==> src/rtl/fifo_pkg.sv <==
`default_nettype none
// ---------------------------------------------------------------------------
// fifo_pkg - shared types and helpers for the dual-clock FIFO companions. Rev 1.0
// ---------------------------------------------------------------------------
package fifo_pkg;

  typedef enum logic {
    RUN  = 1'b0,
    DROP = 1'b1
  } rd_adapt_state_t;

  // Occupancy counters need one bit more than the pointers to represent "full".
  function automatic int lvl_width(input int depth);
    return (depth < 2) ? 2 : $clog2(depth) + 1;
  endfunction

endpackage
`default_nettype wire

==> src/rtl/fifo_sync_buf.sv <==
`default_nettype none
// ---------------------------------------------------------------------------
// fifo_sync_buf - single-clock register-array FIFO with push/pop/clear/level. Rev 1.0
// ---------------------------------------------------------------------------
module fifo_sync_buf
  import fifo_pkg::*;
#(
  parameter int WIDTH = 32,
  parameter int DEPTH = 4,
  localparam int PTR_W = $clog2(DEPTH),
  localparam int LVL_W = lvl_width(DEPTH)
) (
  input  logic             clk_i,
  input  logic             rst_i,
  input  logic             clr_i,
  input  logic             push_i,
  input  logic             pop_i,
  input  logic [WIDTH-1:0] data_i,
  output logic [WIDTH-1:0] data_o,
  output logic [LVL_W-1:0] level_o,
  output logic             empty_o,
  output logic             full_o
);

  logic [WIDTH-1:0] mem_q [DEPTH];
  logic [PTR_W-1:0] wr_ptr_q, wr_ptr_d;
  logic [PTR_W-1:0] rd_ptr_q, rd_ptr_d;
  logic [LVL_W-1:0] level_q, level_d;
  logic             push_ok, pop_ok;

  assign empty_o = (level_q == '0);
  assign full_o  = (level_q == LVL_W'(DEPTH));
  assign pop_ok  = pop_i && !empty_o;
  // A push into a full buffer is still accepted when the head leaves in the same cycle.
  assign push_ok = push_i && (!full_o || pop_ok);
  assign data_o  = mem_q[rd_ptr_q];
  assign level_o = level_q;

  always_comb begin
    wr_ptr_d = wr_ptr_q;
    rd_ptr_d = rd_ptr_q;
    level_d  = level_q;
    if (clr_i) begin
      wr_ptr_d = '0;
      rd_ptr_d = '0;
      level_d  = '0;
    end else begin
      if (push_ok) wr_ptr_d = wr_ptr_q + PTR_W'(1);
      if (pop_ok)  rd_ptr_d = rd_ptr_q + PTR_W'(1);
      case ({push_ok, pop_ok})
        2'b10:   level_d = level_q + LVL_W'(1);
        2'b01:   level_d = level_q - LVL_W'(1);
        default: level_d = level_q;
      endcase
    end
  end

  always_ff @(posedge clk_i or posedge rst_i) begin
    if (rst_i) begin
      wr_ptr_q <= '0;
      rd_ptr_q <= '0;
      level_q  <= '0;
      for (int i = 0; i < DEPTH; i++) mem_q[i] <= '0;
    end else begin
      wr_ptr_q <= wr_ptr_d;
      rd_ptr_q <= rd_ptr_d;
      level_q  <= level_d;
      if (push_ok && !clr_i) mem_q[wr_ptr_q] <= data_i;
    end
  end

endmodule
`default_nettype wire

==> src/rtl/fifo_rd_stream_adapter.sv <==
`default_nettype none
// ---------------------------------------------------------------------------
// fifo_rd_stream_adapter - FIFO pop port to valid/ready stream with credit prefetch. Rev 1.0
// ---------------------------------------------------------------------------
module fifo_rd_stream_adapter
  import fifo_pkg::*;
#(
  parameter int BITWIDTH  = 32,
  parameter int BUF_DEPTH = 4,
  localparam int LVL_W    = lvl_width(BUF_DEPTH)
) (
  input  logic                CLK,
  input  logic                RST,
  input  logic                FIFO_EMPTY,
  output logic                FIFO_R_EN,
  input  logic [BITWIDTH-1:0] FIFO_DATA,
  input  logic                FIFO_DATA_VALID,
  input  logic                FLUSH,
  output logic [BITWIDTH-1:0] M_DATA,
  output logic                M_VALID,
  input  logic                M_READY,
  output logic [LVL_W-1:0]    LEVEL,
  output logic                OVERFLOW_ERR
);

  rd_adapt_state_t state_q, state_d;
  logic            inflight_q, inflight_d;
  logic            ovf_q, ovf_d;
  logic            r_en_w;
  logic            head_pop_w;
  logic            push_w;
  logic            flush_w;
  logic            buf_empty_w;
  logic            buf_full_w;
  logic [LVL_W:0]  used_w;
  logic [LVL_W:0]  limit_w;

  assign M_VALID      = !buf_empty_w;
  assign head_pop_w   = M_VALID && M_READY;
  assign flush_w      = FLUSH && (state_q == RUN);
  assign push_w       = FIFO_DATA_VALID && (state_q == RUN) && !FLUSH;
  assign OVERFLOW_ERR = ovf_q;
  assign FIFO_R_EN    = r_en_w;

  // Credit check: buffered + in flight + this pop must fit after this cycle's head pop.
  assign used_w  = (LVL_W+1)'(LEVEL) + (LVL_W+1)'(inflight_q);
  assign limit_w = (LVL_W+1)'(BUF_DEPTH) + (LVL_W+1)'(head_pop_w);

  fifo_sync_buf #(
    .WIDTH (BITWIDTH),
    .DEPTH (BUF_DEPTH)
  ) u_buf (
    .clk_i   (CLK),
    .rst_i   (RST),
    .clr_i   (flush_w),
    .push_i  (push_w),
    .pop_i   (head_pop_w),
    .data_i  (FIFO_DATA),
    .data_o  (M_DATA),
    .level_o (LEVEL),
    .empty_o (buf_empty_w),
    .full_o  (buf_full_w)
  );

  always_ff @(posedge CLK or posedge RST) begin
    if (RST) begin
      state_q    <= RUN;
      inflight_q <= 1'b0;
      ovf_q      <= 1'b0;
    end else begin
      state_q    <= state_d;
      inflight_q <= inflight_d;
      ovf_q      <= ovf_d;
    end
  end

  always_comb begin
    state_d    = state_q;
    inflight_d = r_en_w && !FIFO_EMPTY;
    ovf_d      = ovf_q | (push_w && buf_full_w && !head_pop_w);
    case (state_q)
      RUN:  if (FLUSH && (inflight_q || r_en_w)) state_d = DROP;
      DROP: state_d = RUN;
    endcase
  end

  always_comb begin
    r_en_w = !RST && (state_q == RUN) && !FLUSH && !FIFO_EMPTY && (used_w < limit_w);
  end

`ifndef SYNTHESIS
  a_valid_tracks_inflight: assert property (
    @(posedge CLK) disable iff (RST) FIFO_DATA_VALID == inflight_q
  );
`endif

endmodule
`default_nettype wire

==> config.mk <==
export PLATFORM = sky130hd
export DESIGN_NAME = fifo_rd_stream_adapter
export DESIGN_NICKNAME = d
export VERILOG_FILES = /design/src/rtl/fifo_pkg.sv /design/src/rtl/fifo_sync_buf.sv /design/src/rtl/fifo_rd_stream_adapter.sv
export SDC_FILE = /design/constraint.sdc
export NUM_CORES = 1
export LEC_CHECK = 0
export ABC_AREA = 1
export BUFFER_PORTS_ARGS = -buffer_cell sky130_fd_sc_hd__buf_2
export CORE_MARGIN = 2
export CORE_UTILIZATION = 63
export CTS_CLUSTER_SIZE = 16
export DETAILED_ROUTE_END_ITERATION = 16
export PLACE_DENSITY = 0.95
export SLEW_MARGIN = 25
export SYNTH_ARGS = -nofsm -noshare
export SYNTH_HDL_FRONTEND = slang
export SYNTH_HIERARCHICAL = 1
export SYNTH_SLANG_ARGS = --single-unit
==> constraint.sdc <==
create_clock -name CLK -period 9.7 [get_ports CLK]
set_input_delay 0.97 -clock CLK [delete_from_list [all_inputs] [get_ports CLK]]
set_output_delay 0.97 -clock CLK [all_outputs]
set_load 0.01 [all_outputs]
==> results of run 1 <==
-- worst reg2reg max path: stages, from the launching register on --
cell                      delay, ns
sky130_fd_sc_hd__dfrtp_1       0.51
sky130_fd_sc_hd__inv_1         0.12
sky130_fd_sc_hd__nand2_1       0.12
sky130_fd_sc_hd__inv_1         0.07
sky130_fd_sc_hd__nor2_2        0.20
sky130_fd_sc_hd__inv_1         0.09
sky130_fd_sc_hd__nand3_2       0.10
sky130_fd_sc_hd__nand2_2       0.08
sky130_fd_sc_hd__nor2_4        0.18
sky130_fd_sc_hd__inv_6         0.28
sky130_fd_sc_hd__nor2_4        0.93
sky130_fd_sc_hd__nand2_1       0.17
sky130_fd_sc_hd__nand2_1       0.13
-- power by group through the flow --
stage	Clock [uW]	Sequential, uW	Combinational, uW
floorplan	0	823	449
global placement	0	836	628
finish	677	848	681
CTS	681	843	671
detailed placement	0	847	652
global route	711	865	751
-- flip-flops by register name, summed over array words and instances (netlist names) --
register        flops
u_buf/wr_ptr_q      2
u_buf/rd_ptr_q      2
state_q             1
u_buf/mem_q       128
u_buf/level_o       3
OVERFLOW_ERR        1
inflight_q          1
-- per-stage QoR --
stage               setup WS, ns  std cells  utilization [%]  power, uW
finish                      6.24       1026             73.3       2210
global route                6.15       1026             73.3       2330
CTS                         6.24       1026             73.2       2200
detailed placement          6.44        994             67.2       1500
global placement            6.54        994             67.2       1460
floorplan                   5.12        834                -       1270
-- how the worst min path moves through the flow --
| stage | startpoint | endpoint | slack [ns] | cells past startpoint |
|---|---|---|---|---|
| after floorplan | u_buf/mem_q[63]$_DFFE_PP0P_ | u_buf/mem_q[63]$_DFFE_PP0P_ | 0.44 | 2 |
| after global placement | OVERFLOW_ERR$_DFF_PP0_ | OVERFLOW_ERR$_DFF_PP0_ | 0.45 | 2 |
| after detailed placement | u_buf/mem_q[48]$_DFFE_PP0P_ | u_buf/mem_q[48]$_DFFE_PP0P_ | 0.46 | 2 |
| after CTS | RST | inflight_q$_DFF_PP0_ | 0.34 | 2 |
| after global routing | RST | OVERFLOW_ERR$_DFF_PP0_ | 0.35 | 2 |
| final | RST | inflight_q$_DFF_PP0_ | 0.35 | 2 |
-- layer usage --
layer	part of all wire (%)	track usage, %	vias to the layer above
met2	49	53.4	444
met1	38	43.4	2951
met5	0	0	-
li1	-	-	2817
met3	9.7	6.69	74
met4	3.2	16.1	0
-- cell families after synthesis --
group / Yosys count / synth area share, %
adders and majority gates: 7 / 1.43
DFF: 138 / 51.8
and+or+nand+nor: 371 / 22.1
buffers and inverters: 86 / 6.71
AOI/OAI and AO/OA: 231 / 17.9
xor gates and xnor gates: 1 / 0.131
-- placed cells by master, fill, tap and decap left out, types with 2 or more instances in the layout --
cell type | netlist | layout
sky130_fd_sc_hd__nor2_4 | 5 | 5
sky130_fd_sc_hd__buf_4 | 0 | 6
sky130_fd_sc_hd__a21oi_1 | 3 | 3
sky130_fd_sc_hd__clkbuf_8 | 0 | 2
sky130_fd_sc_hd__clkinv_4 | 0 | 2
sky130_fd_sc_hd__o21ai_0 | 76 | 76
sky130_fd_sc_hd__inv_6 | 1 | 3
sky130_fd_sc_hd__nand3_1 | 6 | 6
sky130_fd_sc_hd__o21ai_1 | 120 | 120
sky130_fd_sc_hd__o22ai_1 | 32 | 32
sky130_fd_sc_hd__nor2_2 | 5 | 5
sky130_fd_sc_hd__inv_1 | 27 | 24
sky130_fd_sc_hd__nand2_1 | 279 | 279
sky130_fd_sc_hd__bufinv_16 | 0 | 4
sky130_fd_sc_hd__nand4_1 | 3 | 3
sky130_fd_sc_hd__dfrtp_1 | 138 | 137
sky130_fd_sc_hd__buf_2 | 12 | 75
sky130_fd_sc_hd__nor2_1 | 69 | 69
sky130_fd_sc_hd__ha_1 | 6 | 6
sky130_fd_sc_hd__clkbuf_16 | 0 | 16
sky130_fd_sc_hd__clkinvlp_4 | 0 | 5
-- layout make-up --
class | instances | share of cell area, %
clock buffer | 19 | 5.71
clock inverter | 13 | 2.55
inverter | 28 | 1.50
multi-input combinational | 610 | 36.6
sequential | 138 | 45.7
tap | 136 | 2.25
timing repair buffer | 82 | 5.71
==> summary by stage, run 1 <==
Run status
The run finished with clean final reports.

Critical path
The largest incremental delay on the critical path is around 0.67 ns. The worst setup path is launched from a register. The master of the slowest instance on the critical path is sky130_fd_sc_hd__clkinv_2. The capturing element type of the critical path is an output port. Walking the worst path, the cells encountered are clkinv_2 > o21ai_0 > o22ai_1 > buf_2. The critical path crosses 4 cells after its start point. The worst register-to-register path has a setup slack of approximately 6.7 ns.

The worst register-to-register path begins at u_buf/level_o[2]$_DFFE_PP0P_. The critical setup path kind is reg2out. Together, buffers and inverters on the worst path number 2. The required time of the critical path is slightly below 9 ns. The endpoint identified for the worst register-to-register timing path is u_buf/mem_q[52]$_DFFE_PP0P_.

Along the worst path, the maximum fanout reaches 65. The most critical setup path has its endpoint at M_DATA[6]. The worst reg-to-reg path cell count is 12. The critical path arrival is ~2.5 ns. The kind of cell adding the most delay to the critical path is buffers and inverters.

The most critical setup path has its startpoint at u_buf/rd_ptr_q[0]$_DFFE_PP0P_.

Route
Once detail routing completed, the nets flagged for antenna violations numbered 0. In the routed layout, each cell is associated on average with a via count of between 6 and 7. For this block, the routed nets add up to about 18000 um of wire. Before antenna repair, the detailed router went through 7 iterations.

The DRC violation count after routing is 0. The first routing iteration left 553 violations. Across all layers, the routed design uses 6286 vias. The average wire length per cell after detail routing is roughly 18 um.

Floorplan
The area of the placeable core is between 0.01 and 0.015 sq mm. The width of the die is 107 um. The die area is about 0.011 sq mm.

The initialized floorplan defines 37 standard-cell rows. The top-level I/O count is 76. The initial utilization of the core area, before any placement, comes to between 60% and 70%. The die is ~110 um tall.

Clock tree
TritonCTS built the clock tree. In this run the deepest clock path goes through 2 buffers. The root buffer selected by CTS is sky130_fd_sc_hd__clkbuf_8. The post-cts sizing count is 0. After clock tree synthesis, the flow added hold-fix buffers numbering 0. The post-CTS clock slew at the launch and capture registers of the worst setup and hold paths is around 0.060 ns. The CTS H-tree depth is 4. Clock tree synthesis inserted a total of 17 buffers. Clock tree synthesis found a total of between 100 and 150 sinks. At the later pin of the worst-skew pair, clock insertion delay measures about 0.52 ns.

The number of setup buffers added after CTS is 0.

Logic synthesis
The post-synthesis async set-or-reset flop share is 100%. The most used flip-flop cell after synthesis is sky130_fd_sc_hd__dfrtp_1. The register area share after synthesis is between 50% and 60%. The commonest cells after synthesis are 279 x sky130_fd_sc_hd__nand2_1, 138 x sky130_fd_sc_hd__dfrtp_1, 120 x sky130_fd_sc_hd__o21ai_1. The cell area that synthesis handed to floorplanning was between 0.006 and 0.007 sq mm. Synthesis produced between 800 and 900 cells. The net count after synthesis is 879.

The post-synthesis cell type with the largest combined area is sky130_fd_sc_hd__dfrtp_1. The most common cell in the synthesized netlist is sky130_fd_sc_hd__nand2_1. The Yosys step of the flow raised 6 warnings. By area the synthesized netlist is led by sky130_fd_sc_hd__dfrtp_1 52%, sky130_fd_sc_hd__nand2_1 16%, sky130_fd_sc_hd__o21ai_1 9.0%.

The number of storage elements in the synthesis netlist is around 140. The number of distinct library cells after synthesis is 23. Averaged over all synthesized cells, the footprint is roughly 8 sq um. The portion of synthesized cell area occupied by the leading cell type is between 50% and 60%. The count of flip-flops with a built-in enable after synthesis is 0.

Global routing
The first global-routing pass estimated 29600 um of wire. The largest net degree at the start of global routing is roughly 130. Global routing finished with a remaining overflow of 0. The number of global-route vias before repair is 6219. The number of antenna violations at the first check in global routing is 0.

The total routing resource utilization after global routing is ~33%.

Pwr
The clock share of power is 30.7%. The switching portion of total power is between 30% and 40%. Per report_power, the sequential group accounts for a little under two fifths of the total.

Internal power comes to 1410 uW. The worst-case IR drop observed on VDD is 0.161 mV. The switching power is 793 uW. Summed over all cells, the static leakage comes to 0.00395 uW. For this design the ratio of total power to cell area is just under 300 mW/mm^2. The part of the power in combinational logic is a little over 30%.

Final layout
The share of final-layout standard cells stronger than drive strength 1 is around 15%. Summing all non-filler instances in the final layout gives an area of approximately 0.0076 sq mm. The filler cells instantiated in the layout total 734. The number of antenna diodes in the final layout is 0. The sequential cells in the finished layout cover a total of between 0.003 and 0.004 sq mm. The area of combinational cells with multiple inputs is ~0.0028 sq mm. The number of nets in the final layout is between 900 and 1000.

Relative to the synthesized area, the layout overhead comes to 13.4%.

Placement
The wire-length estimate of the detail-placed layout is 9160 um. Input and output buffers added on the ports amount to between 70 and 80. The area after detailed placement is slightly below 0.007 sq mm. The final estimated routing congestion in global placement is between 0.8 and 0.9.

Timing
The maximum operating frequency is roughly 290 MHz. The final-layout setup total negative slack is 0 ns. Setup violations remaining at the end of the flow were counted as 0. The final critical-path required period is between 3 and 4 ns.

The worst-case headroom to the max-slew limit is a little under a third. The number of endpoints with negative hold slack in the final report is 0. The final max-slew violation count is 0. The share of the clock period used by the worst path after layout is between 30% and 40%.

For the pin with the worst max-slew slack, the measured transition is 1.05 ns. Setup repair after global routing left no endpoint under its margin. On the final layout, the worst hold slack is roughly 0.35 ns. The final clock skew is 0.00550 ns.

Min path
The path class of the tightest hold or removal check is in2async.

Run
The total of max-cap violations is 0.
No activity file was read; power rests on OpenSTA's default activity.
==> run 2, diff against run 1 <==
CORE_UTILIZATION = 59   (was 63)
PLACE_DENSITY = 0.9   (was 0.95)
clock period = 3.27 ns   (was 9.7 ns; I/O delays follow)
==> run 2 against run 1 <==
Net effect: sequential power grew to 3.0 times the previous value; flip-flop and latch count unchanged; final cell count is 1.1% higher; count of clock-buffer cells in the layout grew 3; clock skew is essentially flat; largest power group unchanged; sequential share of layout area decreased by 0.083 points; total power grew to 2.9 times the previous value; largest cell class unchanged; critical path depth up 8; utilization is 4.0 points lower; global-route usage decreased by 1.4 points; die area rose by 6.5%.
==> summary by stage, run 2 (synthesis gave the netlist of run 1 again) <==
Critical path
The required time of the critical path is 3.62 ns (-5.11 ns). The minimum setup slack among reg-to-reg paths is 0.51 ns (-6.16 ns). The worst setup path is launched from a register. The worst register-to-register path begins at u_buf/level_o[0]$_DFFE_PP0P_. The critical path arrival was 3.11 ns (+0.62 ns).

The signal on the critical path passes through nor2_2 > nand2_1 > inv_1 > nor2_2 > inv_1 > nand3_2 > nand2_2 > nor2_4 > inv_6 > buf_4 > o21ai_0 > nand2_1. The largest incremental delay on the critical path is 0.78 ns (+0.11 ns). The largest individual stage delay along the critical path comes from the cell sky130_fd_sc_hd__buf_4. The critical setup path kind is reg2reg. The maximum fanout count along the critical path is 88 (+35%). The worst setup path is captured at a register. The worst register-to-register path ends at u_buf/mem_q[4]$_DFFE_PP0P_.

The worst reg-to-reg path cell count is 12 (unchanged).

Min path
The cell depth of the worst min-delay path is 3. The startpoint of the tightest hold check path is FIFO_DATA[26]. The end point of the most critical hold path is u_buf/mem_q[90]$_DFFE_PP0P_. The path class of the tightest hold or removal check is in2reg.

Pwr
The leakage power was 0.00398 uW (+0.70%). The switching portion of total power is 35.7% (-0.23 points). The clock share of power is 28.9% (-1.8 points). The power per cell area is 839 mW/mm^2 (+190%). The part of the power in combinational logic came to 31.7% (+0.8 points). The sequential group share of total power is 39.4% (+1.0 points). The worst-case vdd ir drop is 0.635 mV (+290%). The total internal power is 4090 uW (+190%).

The switching power is 2270 uW (+190%).

Route
The via density per instance is 5.96 (-2.8%). The number of design-rule violations left by the first detailed-router iteration is 632 (+14%). The DRC violation count after routing is 0 (unchanged). The met3 wirelength from detailed routing is 1670 um (-5.3%).

The total routed wire length on the met1 layer is 6950 um (+1.1%). The routed wire length is 17800 um (-2.1%). The wire length on met2 came to 8700 um (-3.1%).

The overall via count from detail_route is 6177 (-1.7%). The average wire length per cell after detail routing is 17.2 um (-3.1%). The number of optimization iterations in the first detailed-route pass is 6 (-1). The number of nets with antenna violations after detailed routing is 0 (unchanged). In this run the top signal layer used is met4.

Floorplan
The width of the die came to 110 um (+3.2%). The area of the placeable core is 0.0109 sq mm (+5.9%). The initial core utilization is 61.0% (-3.6 points). The die area is 0.0122 sq mm (+6.5%). The floorplan row count is 38 (+2.7%). The top-level I/O count is 76 (unchanged). The vertical die dimension came to 110 um (+3.2%).

Final layout
The leading cell type in the layout, fill and taps excluded is sky130_fd_sc_hd__nand2_1. The total inserted antenna cells is 0 (unchanged). The number of nets in the final layout came to 930 (+0.87%). The post-route cell area was 0.00758 sq mm (+0.18%). The non-filler instance count after layout was 1037 (+1.1%). The flip-flop count of the largest register after layout is 128 (unchanged). u_buf/mem_q holds more flip-flops than any other register. The library cells used most frequently in the layout, excluding fill and tap cells, are 279 x sky130_fd_sc_hd__nand2_1, 137 x sky130_fd_sc_hd__dfrtp_1, 120 x sky130_fd_sc_hd__o21ai_1. The share of final-layout standard cells stronger than drive strength 1 was 14.8% (+0.22 points).

The layout-stage area growth over the synthesis result is 13.6%.

Clock tree
The CTS H-tree depth is 4 (unchanged). The clock tree from TritonCTS is built. The total clock sinks was 138 (unchanged). The total setup buffers inserted after CTS is 0 (unchanged).

The number of buffers added by the clock tree synthesis step is 17 (unchanged). The maximum clock path buffer count came to 2 (unchanged). The post-CTS clock slew at the launch and capture registers of the worst setup and hold paths came to 0.06 ns (about the same). The insertion delay to the later sink of the worst-skew pair was 0.41 ns (-0.11 ns).

The root buffer selected by CTS is sky130_fd_sc_hd__clkbuf_16.

Timing
The worst-case headroom to the max-slew limit is 38.5% (+8.3 points). The final max-slew violation count is 0 (unchanged). The final clock skew is 0.00513 ns (-0.000364 ns). The number of endpoints with negative hold slack in the final report came to 0 (unchanged).

The routed design could run at a clock period as short as roughly 2.8 ns. The worst-margin pin slew is 0.923 ns (-0.125 ns). The share of the clock period used by the worst path after layout is 84.5%.

Setup repair after global routing left no endpoint under its margin. For this run, the top clock speed supported by timing is ~360 MHz. The setup violation total in the final timing report is 0 (unchanged). The final-layout setup total negative slack was 0 ns (unchanged).

Global routing
The first-pass GRT wire length is 29500 um (-0.26%). The largest net degree at the start of global routing is 89 (-33%). The number of global-route vias before repair was 6043 (-2.8%). The total congestion overflow is 0 (unchanged). The total routing resource utilization after global routing is 31.8% (-1.4 points).

The number of antenna violations at the first check in global routing is 0 (unchanged).

Placement
The post-DP HPWL is 9800 um (+7.0%). The total instance count after detailed placement is 1005 (+1.1%). The count of port buffers added during placement is 75 (unchanged). The final estimated routing congestion in global placement was 0.886 (+10%). The area after detailed placement came to 0.00701 sq mm (+1.0%).

Run
The total of max-cap violations came to 0 (unchanged).

Run status
The run finished with clean final reports.
## run 2: power by group through the flow
stage	Clock (uW)	Combinational (uW)	Sequential [uW]
after detailed placement	0	1950	2510
after global placement	0	1890	2480
final	1840	2020	2510
after global routing	1930	2250	2570
after floorplan	0	1330	2440
after CTS	1850	2000	2490
## run 2: cell type report
type | instances | area [sq um]
timing repair buffer | 90 | 503
clock buffer | 22 | 464
clock inverter | 9 | 97.6
fill | 868 | 3360
tap | 140 | 175
inverter | 28 | 114
multi-input combinational | 610 | 2770
sequential | 138 | 3450
## run 2: critical path: cells and delay by family, from the launching register on
family | cells | cell delay [ns]
flops | 1 | 0.46
buf+inv | 4 | 1.26
simple gates | 7 | 0.72
compound gates | 1 | 0.22
## run 2: metal layers
| metal | vias to the layer above | track usage [%] |
|---|---|---|
| li1 | 2833 | - |
| met1 | 2965 | 42.3 |
| met2 | 328 | 52.5 |
| met3 | 51 | 5.64 |
| met4 | 0 | 11.8 |
| met5 | - | 0 |
## run 2: metrics by stage
step / power, uW / utilization (%) / hold slack (ns) / worst slack [ns]
final: 6360 / 69.3 / 0.163 / 0.506
after CTS: 6340 / 69.3 / 0.154 / 0.571
after global placement: 4380 / 64.1 / 0.234 / 0.661
after detailed placement: 4460 / 64.1 / 0.238 / 0.640
after global routing: 6750 / 69.3 / 0.171 / 0.252
after floorplan: 3770 / - / 0.0806 / 1.26
## run 2: worst max path at each step
stage          cells past startpoint  slack (ns)                         start                      endpoint
2_1_floorplan                      1        1.26                           RST  u_buf/level_o[0]$_DFFE_PP0P_
3_3_place_gp                      12        0.66  u_buf/level_o[0]$_DFFE_PP0P_    u_buf/mem_q[2]$_DFFE_PP0P_
3_5_place_dp                      12        0.64  u_buf/level_o[0]$_DFFE_PP0P_    u_buf/mem_q[1]$_DFFE_PP0P_
4_1_cts                           12        0.57  u_buf/level_o[0]$_DFFE_PP0P_    u_buf/mem_q[4]$_DFFE_PP0P_
5_1_grt                           12        0.25  u_buf/level_o[0]$_DFFE_PP0P_    u_buf/mem_q[6]$_DFFE_PP0P_
6_report                          12        0.51  u_buf/level_o[0]$_DFFE_PP0P_    u_buf/mem_q[4]$_DFFE_PP0P_
## run 2: timing repair
action                     CTS  global route
setup endpoints to repair    0             0
hold endpoints to repair     3             0
hold buffers                 1             0
resized for setup            0             0
